$ cat src/rtl/fpga_key_write_sequencer.sv
// Board input stage for the register-file wrapper: debounced keys load a 32-bit
// write word from the switches and commit it as a single write-enable pulse.

module key_debounce #(
    parameter int DEBOUNCE_CYCLES = 500000,
    parameter int CNT_W           = $clog2(DEBOUNCE_CYCLES + 1)
) (
    input  logic CLK,
    input  logic nRST,
    input  logic key_raw_n,
    output logic stable_n,
    output logic press
);
    logic             s1, s2, stable_d;
    logic [CNT_W-1:0] cnt;

    // A new level is accepted once it has survived DEBOUNCE_CYCLES+1 consecutive
    // synchronized samples; any sample matching the old level restarts the count.
    always_ff @(posedge CLK) begin
        if (!nRST) begin
            s1       <= 1'b1;
            s2       <= 1'b1;
            stable_n <= 1'b1;
            stable_d <= 1'b1;
            press    <= 1'b0;
            cnt      <= '0;
        end else begin
            s1       <= key_raw_n;
            s2       <= s1;
            stable_d <= stable_n;
            press    <= stable_d & ~stable_n;
            if (s2 == stable_n) begin
                cnt <= '0;
            end else if (cnt == CNT_W'(DEBOUNCE_CYCLES)) begin
                stable_n <= s2;
                cnt      <= '0;
            end else begin
                cnt <= cnt + CNT_W'(1);
            end
        end
    end
endmodule

module fpga_key_write_sequencer #(
    parameter int DEBOUNCE_CYCLES = 500000,
    parameter int CNT_W           = $clog2(DEBOUNCE_CYCLES + 1)
) (
    input  logic        CLK,
    input  logic        nRST,
    input  logic [3:0]  key_n,
    input  logic [17:0] sw,
    output logic [4:0]  wsel,
    output logic [4:0]  rsel1,
    output logic [4:0]  rsel2,
    output logic [31:0] wdat,
    output logic        WEN,
    output logic        busy,
    output logic [7:0]  wr_count
);
    localparam int NUM_KEYS = 4;

    localparam logic [1:0] IDLE     = 2'd0;
    localparam logic [1:0] WRITE    = 2'd1;
    localparam logic [1:0] WAIT_REL = 2'd2;

    logic [1:0]          state;
    logic [17:0]         sw_s1, sw_s2;
    logic [NUM_KEYS-1:0] stable_n, press;
    logic [6:0]          unused_bits;

    // Key 2 is the board reset and never reaches this logic.
    genvar i;
    for (i = 0; i < NUM_KEYS; i++) begin : g_key
        if (i != 2) begin : g_db
            key_debounce #(
                .DEBOUNCE_CYCLES(DEBOUNCE_CYCLES),
                .CNT_W          (CNT_W)
            ) u_db (
                .CLK      (CLK),
                .nRST     (nRST),
                .key_raw_n(key_n[i]),
                .stable_n (stable_n[i]),
                .press    (press[i])
            );
        end else begin : g_tie
            assign stable_n[i] = 1'b1;
            assign press[i]    = 1'b0;
        end
    end

    assign unused_bits = {key_n[2], stable_n[2:0], press[2], sw_s2[17:16]};

    always_ff @(posedge CLK) begin
        if (!nRST) begin
            sw_s1 <= '0;
            sw_s2 <= '0;
        end else begin
            sw_s1 <= sw;
            sw_s2 <= sw_s1;
        end
    end

    assign rsel1 = sw_s2[9:5];
    assign rsel2 = sw_s2[14:10];

    // wsel/wdat are only written in IDLE, so they hold steady through the commit.
    always_ff @(posedge CLK) begin
        if (!nRST) begin
            state    <= IDLE;
            wsel     <= '0;
            wdat     <= '0;
            wr_count <= '0;
        end else begin
            case (state)
                IDLE: begin
                    if (press[3]) begin
                        wsel  <= sw_s2[4:0];
                        state <= WRITE;
                    end else begin
                        if (press[0]) wdat[15:0]  <= sw_s2[15:0];
                        if (press[1]) wdat[31:16] <= sw_s2[15:0];
                    end
                end
                WRITE: begin
                    wr_count <= wr_count + 8'd1;
                    state    <= WAIT_REL;
                end
                WAIT_REL: begin
                    if (stable_n[3]) state <= IDLE;
                end
                default: state <= IDLE;
            endcase
        end
    end

    assign WEN  = (state == WRITE);
    assign busy = (state != IDLE);
endmodule
$ cat config.mk
export PLATFORM = sky130hd
export DESIGN_NAME = fpga_key_write_sequencer
export DESIGN_NICKNAME = d
export VERILOG_FILES = /design/src/rtl/fpga_key_write_sequencer.sv
export SDC_FILE = /design/constraint.sdc
export NUM_CORES = 1
export LEC_CHECK = 0
export BUFFER_PORTS_ARGS = -buffer_cell sky130_fd_sc_hd__buf_4
export CAP_MARGIN = 10
export CORE_MARGIN = 1.5
export CORE_UTILIZATION = 25
export CTS_CLUSTER_SIZE = 14
export DETAILED_ROUTE_END_ITERATION = 10
export GPL_TIMING_DRIVEN = 0
export PLACE_DENSITY = 0.41
export SYNTH_ARGS = -nofsm -noshare
export SYNTH_HDL_FRONTEND = slang
export SYNTH_SLANG_ARGS = --single-unit
$ cat constraint.sdc
create_clock -name CLK -period 4.8 [get_ports CLK]
set_clock_uncertainty 0.15 [all_clocks]
set_input_delay 1.44 -clock CLK [delete_from_list [all_inputs] [get_ports CLK]]
set_output_delay 1.44 -clock CLK [all_outputs]
set_load 0.01 [all_outputs]
# Word-level counts from Yosys, hierarchy flattened
# Index checks and enable logic that the tools add are counted.
[word_totals]
ff_bits = 151
in_bits = 24
[op_classes]
add_sub_neg = 4
n_eq_ne = 10
muxes = 3
bitwise_logic = 11
reduce_logical = 12
[ops]
columns = ["cell", "count"]
rows = [
  ["19-bit by 1-bit adder with 19-bit output (second input constant)", 3],
  ["19-bit equality test (second input constant)", 3],
  ["2-bit AND reduction", 5],
  ["3-bit OR reduction", 3],
  ["8-bit by 1-bit adder with 8-bit output (second input constant)", 1],
  ["1-bit NOT", 8],
  ["2-bit one-hot mux with 3 select lines", 1],
  ["3-bit AND reduction", 2],
  ["2-bit 2-to-1 mux", 2],
  ["2-bit by 1-bit != test with 1-bit output (second input constant)", 2],
  ["1-bit AND", 3],
  ["1-bit equality test", 3],
  ["2-bit by 1-bit equality test with 1-bit output (second input constant)", 1],
  ["2-bit equality test (second input constant)", 1],
  ["2-bit zero test", 1],
  ["2-bit nonzero test", 1],
]

# Depth between registers and ports, before layout
# Gate-level depths: netlist of run 1.
[logic_depth]
ltp_word = 3
depth_mapped = 7
depth_no_buf = 6

# By module
# From an unflattened synthesis of run 1, not the netlist that was laid out.
[unflattened]
cells_unflattened = 648
hier_area_um2 = 5990.7
[modules_own_cells]
columns = ["mod", "instances", "cells_per_inst", "area_per_inst_um2", "seq_area_each_um2"]
rows = [
  ["key_debounce", 3, 121, 1084.8, 480.5],
  ["fpga_key_write_sequencer", 1, 285, 2736.4, 1581.5],
]

# Worst setup path before layout of run 1
# No wires, ideal clock.
[synth_timing]
path_kind = "in2reg"
from = "input nRST"
to = "register g_key[0].g_db.u_db.cnt[10]"
setup_time_ns = 0.064
arrival_time_ns = 2.452
t_required_ns = 4.586
setup_slack_ns = 2.134
stages = 4
path_buffers = 2
path_cell_list = "buf_1 > o211ai_1 > buf_2 > nor2_1"
[synth_via]
elab_chain_len = 2
[synth_rtl]
columns = ["element", "line_no", "text"]
rows = [
  ["start: declaration", "49", "input logic nRST,"],
  ["1-bit NOT (no line)", "-", ""],
  ["3-bit OR reduction (no line)", "-", ""],
  ["end signal: assignment", "38", "cnt <= cnt + CNT_W'(1);"],
  ["end: declaration", "15", "logic [CNT_W-1:0] cnt;"],
]
# Every way passes these cells.
# A chain may end at the register's enable or synchronous reset.

# Worst setup path in the final report of run 1
[layout_timing]
from = "register state[0]"
to = "output WEN"
[layout_via]
elab_chain_len = 1
[layout_rtl]
columns = ["element", "line_no", "text"]
rows = [
  ["start: declaration", "66", "logic [1:0] state;"],
  ["start signal: assignment", "109", "state <= IDLE;"],
  ["start signal: assignment", "118", "state <= WRITE;"],
  ["start signal: assignment", "126", "state <= WAIT_REL;"],
  ["2-bit by 1-bit equality test with 1-bit output", "136", "assign WEN = (state == WRITE);"],
  ["end: declaration", "56", "output logic WEN,"],
]
# Every way passes these cells.

==> flow_metrics.env, run 1 <==
export IMPL_antenna_cells=0
export IMPL_die_h_um=156.8
export IMPL_drc=0
export IMPL_cp_end_kind="output port"
export IMPL_power_mw=2.613
export IMPL_p_int_mw=1.986
export IMPL_post_route_min_period_ps=2967
export IMPL_p_sw_mw=0.6271
export IMPL_grt_max_degree=17
export IMPL_worstPathMaxFanout=6
export IMPL_max_freq_mhz=337.0
export IMPL_sw_frac_of_total_pct=24.00
export IMPL_clkSinkCount=151
export IMPL_cts_buffers=17
export IMPL_cap_violations=0
export IMPL_firstDrtPassIters=4
export IMPL_clk_root_buffer_cell="clkbuf_16"
export IMPL_peakVddDrop_uv=159.9
export IMPL_p_comb_share_pct=2.4
export IMPL_powerDensity_nw_per_um2=350.9
export IMPL_cp_arrival_ps=1380
export IMPL_drive_gt1_share_pct=17.91
export IMPL_clock_latency_ps=420
export IMPL_die_w_um=156.8
export IMPL_worstSetupPathType="register to output port"
export IMPL_synth_main_ff_cell="dfxtp_1"
export IMPL_hp_class="register to register"
export IMPL_dpl_cell_area_sq_um=6888
export IMPL_tns_ps=0
export IMPL_synthCells=639
export IMPL_vias=4472
export IMPL_ys_top_cells_by_area="dfxtp_1, nand2_1, xnor2_1"
export IMPL_cts_tree="yes"
export IMPL_routed_via_density=4.191
export IMPL_tightest_slew_ps=743.1
export IMPL_core_sq_um=23330
export IMPL_antenna_found_initial=0
export IMPL_cts_hold_fix_buffers=0
export IMPL_grt_pass1_vias=4396
export IMPL_ys_seq_elements=151
export IMPL_pwr_share_seq_pct=48.8
export IMPL_yosysMostFrequentCell="dfxtp_1"
export IMPL_critical_path_required_ps=3210
export IMPL_dp_slack_ps=1521
export IMPL_dieArea_sq_um=24570
export IMPL_port_buffers=77
export IMPL_cts_resized=0
export IMPL_post_route_period_util_pct=61.82
export IMPL_status="complete, no violations"
export IMPL_routed_wl_um=13470
export IMPL_drtIter0Drc=167
export IMPL_power_clock_fraction_pct=48.7
export IMPL_fill_cells=2417
export IMPL_clk_pin_slew_ps=70
export IMPL_avgSynthCellArea_sq_um=9.250
export IMPL_htree_levels=4
export IMPL_synth_common_cells="dfxtp_1, nand2_1, nor2_1, and2_1"
export IMPL_finalInstanceArea_sq_um=7447
export IMPL_relSlewSlack_pct=50.24
export IMPL_drv_slew=0
export IMPL_setup_ws_ps=1833
export IMPL_num_rows=56
export IMPL_cts_path_max_buffers=2
export IMPL_rsz0062_at_grt="false"
export IMPL_finalNetCount=766
export IMPL_synthArstFlopShare_pct=0
export IMPL_setup_viol=0
export IMPL_dp_hpwl_um=9816
export IMPL_yosysSeqAreaShare_pct=51.14
export IMPL_gr_total_overflow=0
export IMPL_post_drt_wl_per_cell_um=12.62
export IMPL_start_util_pct=25.33
export IMPL_synth_edf_count=0
export IMPL_grt_pass1_wl_um=21930
export IMPL_synth_nets=670
export IMPL_syn_to_final_growth_pct=25.99
export IMPL_cp_start_kind="register"
export IMPL_p_leak_nw=2.587
export IMPL_hold_viol_final=0
export IMPL_synth_top_area_share_pct=51.14
export IMPL_yosysTopAreaCell="dfxtp_1"
export IMPL_yosys_warnings=0
export IMPL_synth_cell_area_sq_um=5911
export IMPL_antenna_left=0
export IMPL_grt_usage_pct=11.54
export IMPL_io_pins=81
export IMPL_cts_setup_buffers=0
export IMPL_gp_congestion=0.7487
export IMPL_ys_types=41
## area by class of cell
cell class                      instances  area, sq um  area share, %
Multi-Input combinational cell        433         2619          35.16
Buffer                                 33        186.4          2.503
Tap cell                              319        399.1          5.360
Clock buffer                           17        425.4          5.712
Timing Repair Buffer                   77        578.1          7.762
Inverter                               22        82.58          1.109
Sequential cell                       151         3023          40.59
Clock inverter                         15        133.9          1.798
## logic make-up after synthesis
group,after synthesis,share of synthesized area [%]
simple gates,311,26.74
flops,151,51.14
xor+xnor,51,7.557
mux,9,1.588
fa+ha+maj,7,1.482
compound gates,55,6.943
buf+inv,55,4.551
## critical path, cell delays in order (launching register included)
cell	delay (ps)
dfxtp_1	410
nor2b_1	360
buf_4	190
## power groups by stage
stage	clock, mW	combinational (mW)	sequential [mW]
2_1_floorplan	0	0.0348	1.30
3_3_place_gp	0	0.0654	1.30
3_5_place_dp	0	0.0657	1.30
4_1_cts	1.32	0.0659	1.28
5_1_grt	1.37	0.0715	1.28
6_report	1.27	0.0633	1.28
## registers in the layout, summed over array words and instances, names as in the netlist
register,count
state,2
g_key.g_db.u_db.press,3
g_key.g_db.u_db.s1,3
wdat,32
g_key.g_db.u_db.cnt,57
g_key.g_db.u_db.stable_d,3
wr_count,8
g_key.g_db.u_db.s2,3
wsel,5
g_key.g_db.u_db.stable_n,3
sw_s1,16
sw_s2,16
## layout by cell type, fill, tap and decap left out, types with 4 or more instances in the layout
master / synthesis / routed
a21boi_0: 34 / 34
a21oi_1: 8 / 8
and2_1: 42 / 42
buf_4: 11 / 88
clkbuf_1: 17 / 17
clkbuf_16: 0 / 17
clkinvlp_4: 0 / 4
dfxtp_1: 151 / 151
ha_1: 7 / 7
inv_1: 22 / 22
inv_6: 0 / 7
mux2i_1: 6 / 6
nand2_1: 90 / 90
nand2b_1: 13 / 13
nand3_1: 18 / 18
nand4_1: 16 / 16
nor2_1: 62 / 62
nor2b_1: 8 / 8
nor3_1: 11 / 11
nor4_1: 19 / 19
o21ai_0: 4 / 4
o31ai_1: 5 / 5
or2_2: 4 / 4
or3_1: 6 / 6
or4_1: 7 / 7
xnor2_1: 34 / 34
xor2_1: 17 / 17
## metrics by stage
step	hold slack, ps	util (%)	std cells
after floorplan	236.3	-	639
final	255.4	31.92	1067
after detailed placement	240.9	29.52	1035
after CTS	256.4	31.92	1067
after global routing	275.6	31.92	1067
after global placement	241.2	29.52	1035
## routing by layer
| layer | vias to the layer above | share of wire [%] | global-route usage (%) |
|---|---|---|---|
| met5 | - | 0 | 0 |
| met4 | 0 | 1.6 | 4.308 |
| met3 | 17 | 3.9 | 3.323 |
| met2 | 88 | 45 | 18.56 |
| met1 | 2047 | 49 | 14.59 |
| li1 | 2320 | - | - |
## worst paths after layout
path                               end  cells past startpoint  slack (ps)                 startpoint
max                                WEN                      2        1830                   state[0]
min              g_key[0].g_db.u_db.s2                      1         260      g_key[0].g_db.u_db.s1
max reg2reg  g_key[0].g_db.u_db.cnt[8]                      7        2320  g_key[0].g_db.u_db.cnt[0]
min reg2reg      g_key[0].g_db.u_db.s2                      1         260      g_key[0].g_db.u_db.s1
Note: power is estimated with default switching activity, not from simulation.
==> run 2, diff against run 1 <==
Settings changed: PLACE_DENSITY 0.41 to 0.43.
Clock period 4.8 ns to 2.4 ns, I/O delays scaled along.
==> flow_metrics.env, run 2 (same netlist as run 1, synthesis figures left out) <==
export IMPL_grt_max_degree=17
export IMPL_cp_start_kind="register"
export IMPL_drv_slew=0
export IMPL_peakVddDrop_uv=423.4
export IMPL_routed_via_density=4.230
export IMPL_gp_congestion=0.7359
export IMPL_firstDrtPassIters=4
export IMPL_largest_reg_flops=57
export IMPL_cts_buffers=17
export IMPL_relSlewSlack_pct=55.66
export IMPL_reg_largest_list="g_key.g_db.u_db.cnt: 57 flops, wdat: 32 flops"
export IMPL_routed_wl_um=13590
export IMPL_cap_violations=0
export IMPL_p_leak_nw=2.632
export IMPL_tightest_slew_ps=662.7
export IMPL_port_buffers=77
export IMPL_fin_cells=1068
export IMPL_start_util_pct=25.33
export IMPL_core_sq_um=23330
export IMPL_worstSetupPathType="register to output port"
export IMPL_antenna_left=0
export IMPL_final_cell_mix="dfxtp_1, nand2_1, buf_4"
export IMPL_post_route_period_util_pct=94.79
export IMPL_vias=4518
export IMPL_antenna_found_initial=0
export IMPL_max_flop_register="g_key.g_db.u_db.cnt"
export IMPL_die_w_um=156.8
export IMPL_gr_total_overflow=0
export IMPL_post_drt_wl_per_cell_um=12.72
export IMPL_clk_pin_slew_ps=70
export IMPL_grt_pass1_vias=4430
export IMPL_htree_levels=4
export IMPL_setup_viol=0
export IMPL_critical_path_required_ps=1530
export IMPL_fin_util_pct=32.22
export IMPL_cts_tree="yes"
export IMPL_finalNetCount=767
export IMPL_antenna_cells=0
export IMPL_hold_viol_final=0
export IMPL_dieArea_sq_um=24570
export IMPL_clk_root_buffer_cell="clkbuf_16"
export IMPL_place_inst=1035
export IMPL_status="complete, no violations"
export IMPL_max_freq_mhz=439.6
export IMPL_drive_gt1_share_pct=18.29
export IMPL_tns_ps=0
export IMPL_clock_latency_ps=420
export IMPL_cts_hold_fix_buffers=0
export IMPL_num_rows=56
export IMPL_dp_hpwl_um=10020
export IMPL_layout_commonest_cell="dfxtp_1"
export IMPL_syn_to_final_growth_pct=27.18
export IMPL_clkSinkCount=151
export IMPL_cp_end_kind="output port"
export IMPL_die_h_um=156.8
export IMPL_io_pins=81
export IMPL_hp_class="register to register"
export IMPL_rsz0062_at_grt="false"
export IMPL_drtIter0Drc=174
export IMPL_grt_usage_pct=11.60
export IMPL_grt_pass1_wl_um=22360
export IMPL_cts_path_max_buffers=2
export IMPL_drc=0
export IMPL_powerDensity_nw_per_um2=727.6
export IMPL_cp_arrival_ps=1400
export IMPL_worstPathMaxFanout=6
export IMPL_post_route_min_period_ps=2275
==> run 2: cell count changes in the layout (fill, tap and decap cells not counted), sizes merged <==
cell,change
inv,-3
bufinv,+2
clkinv,+2
clkinvlp,-2
buf,+1
clkbuf,+1
==> run 2: layout make-up <==
class	count	area [sq um]
Clock inverter	14	180.2
Clock buffer	18	439.2
Fill cell	2402	15820
Buffer	33	188.9
Timing Repair Buffer	78	585.6
Sequential cell	151	3023
Tap cell	319	399.1
Inverter	22	82.58
Multi-Input combinational cell	433	2619
==> run 2: per-stage QoR <==
stage | instance area [sq um] | hold WS, ps | total power [mW] | setup WS, ps
6_report | 7517 | 258.1 | 5.469 | 125.1
5_1_grt | 7517 | 276.3 | 5.686 | 16.84
4_1_cts | 7515 | 259.2 | 5.558 | 6.960
3_5_place_dp | 6888 | 242.5 | 2.742 | -171.9
3_3_place_gp | 6888 | 241.8 | 2.740 | -173.7
2_1_floorplan | 5911 | 236.3 | 2.673 | 371.3
==> run 2: worst paths after layout <==
check                                 start                         end  slack, ps  cells after the start
setup / recovery                   state[0]                         WEN        130                      2
hold / removal        g_key[1].g_db.u_db.s1       g_key[1].g_db.u_db.s2        260                      1
setup reg to reg  g_key[1].g_db.u_db.cnt[0]  g_key[1].g_db.u_db.cnt[13]        130                      7
hold reg to reg       g_key[1].g_db.u_db.s1       g_key[1].g_db.u_db.s2        260                      1
==> run 2: critical path: stages (launching register included) <==
cell and delay (ps):
dfxtp_1 410, nor2b_1 380, buf_4 200
==> run 2: per-layer routing <==
metal	part of all wire (%)	wire length [um]	global-route usage (%)
met5	0	0	0
met4	1.2	161	4.036
met2	45	6149	18.90
met1	49	6673	14.85
met3	4.5	605	2.880
==> run 2: power by group <==
| part | leakage [nW] | switching [mW] | internal (mW) |
|---|---|---|---|
| registers | 1.22 | 0.0157 | 2.54 |
| clock network | 0.298 | 1.18 | 1.61 |
| logic | 1.11 | 0.0585 | 0.0689 |
==> run 2: what timing repair did <==
item	CTS	global route
setup endpoints to repair	10	18
setup buffers	1	0
pin swaps	1	0
gates resized for setup	0	4
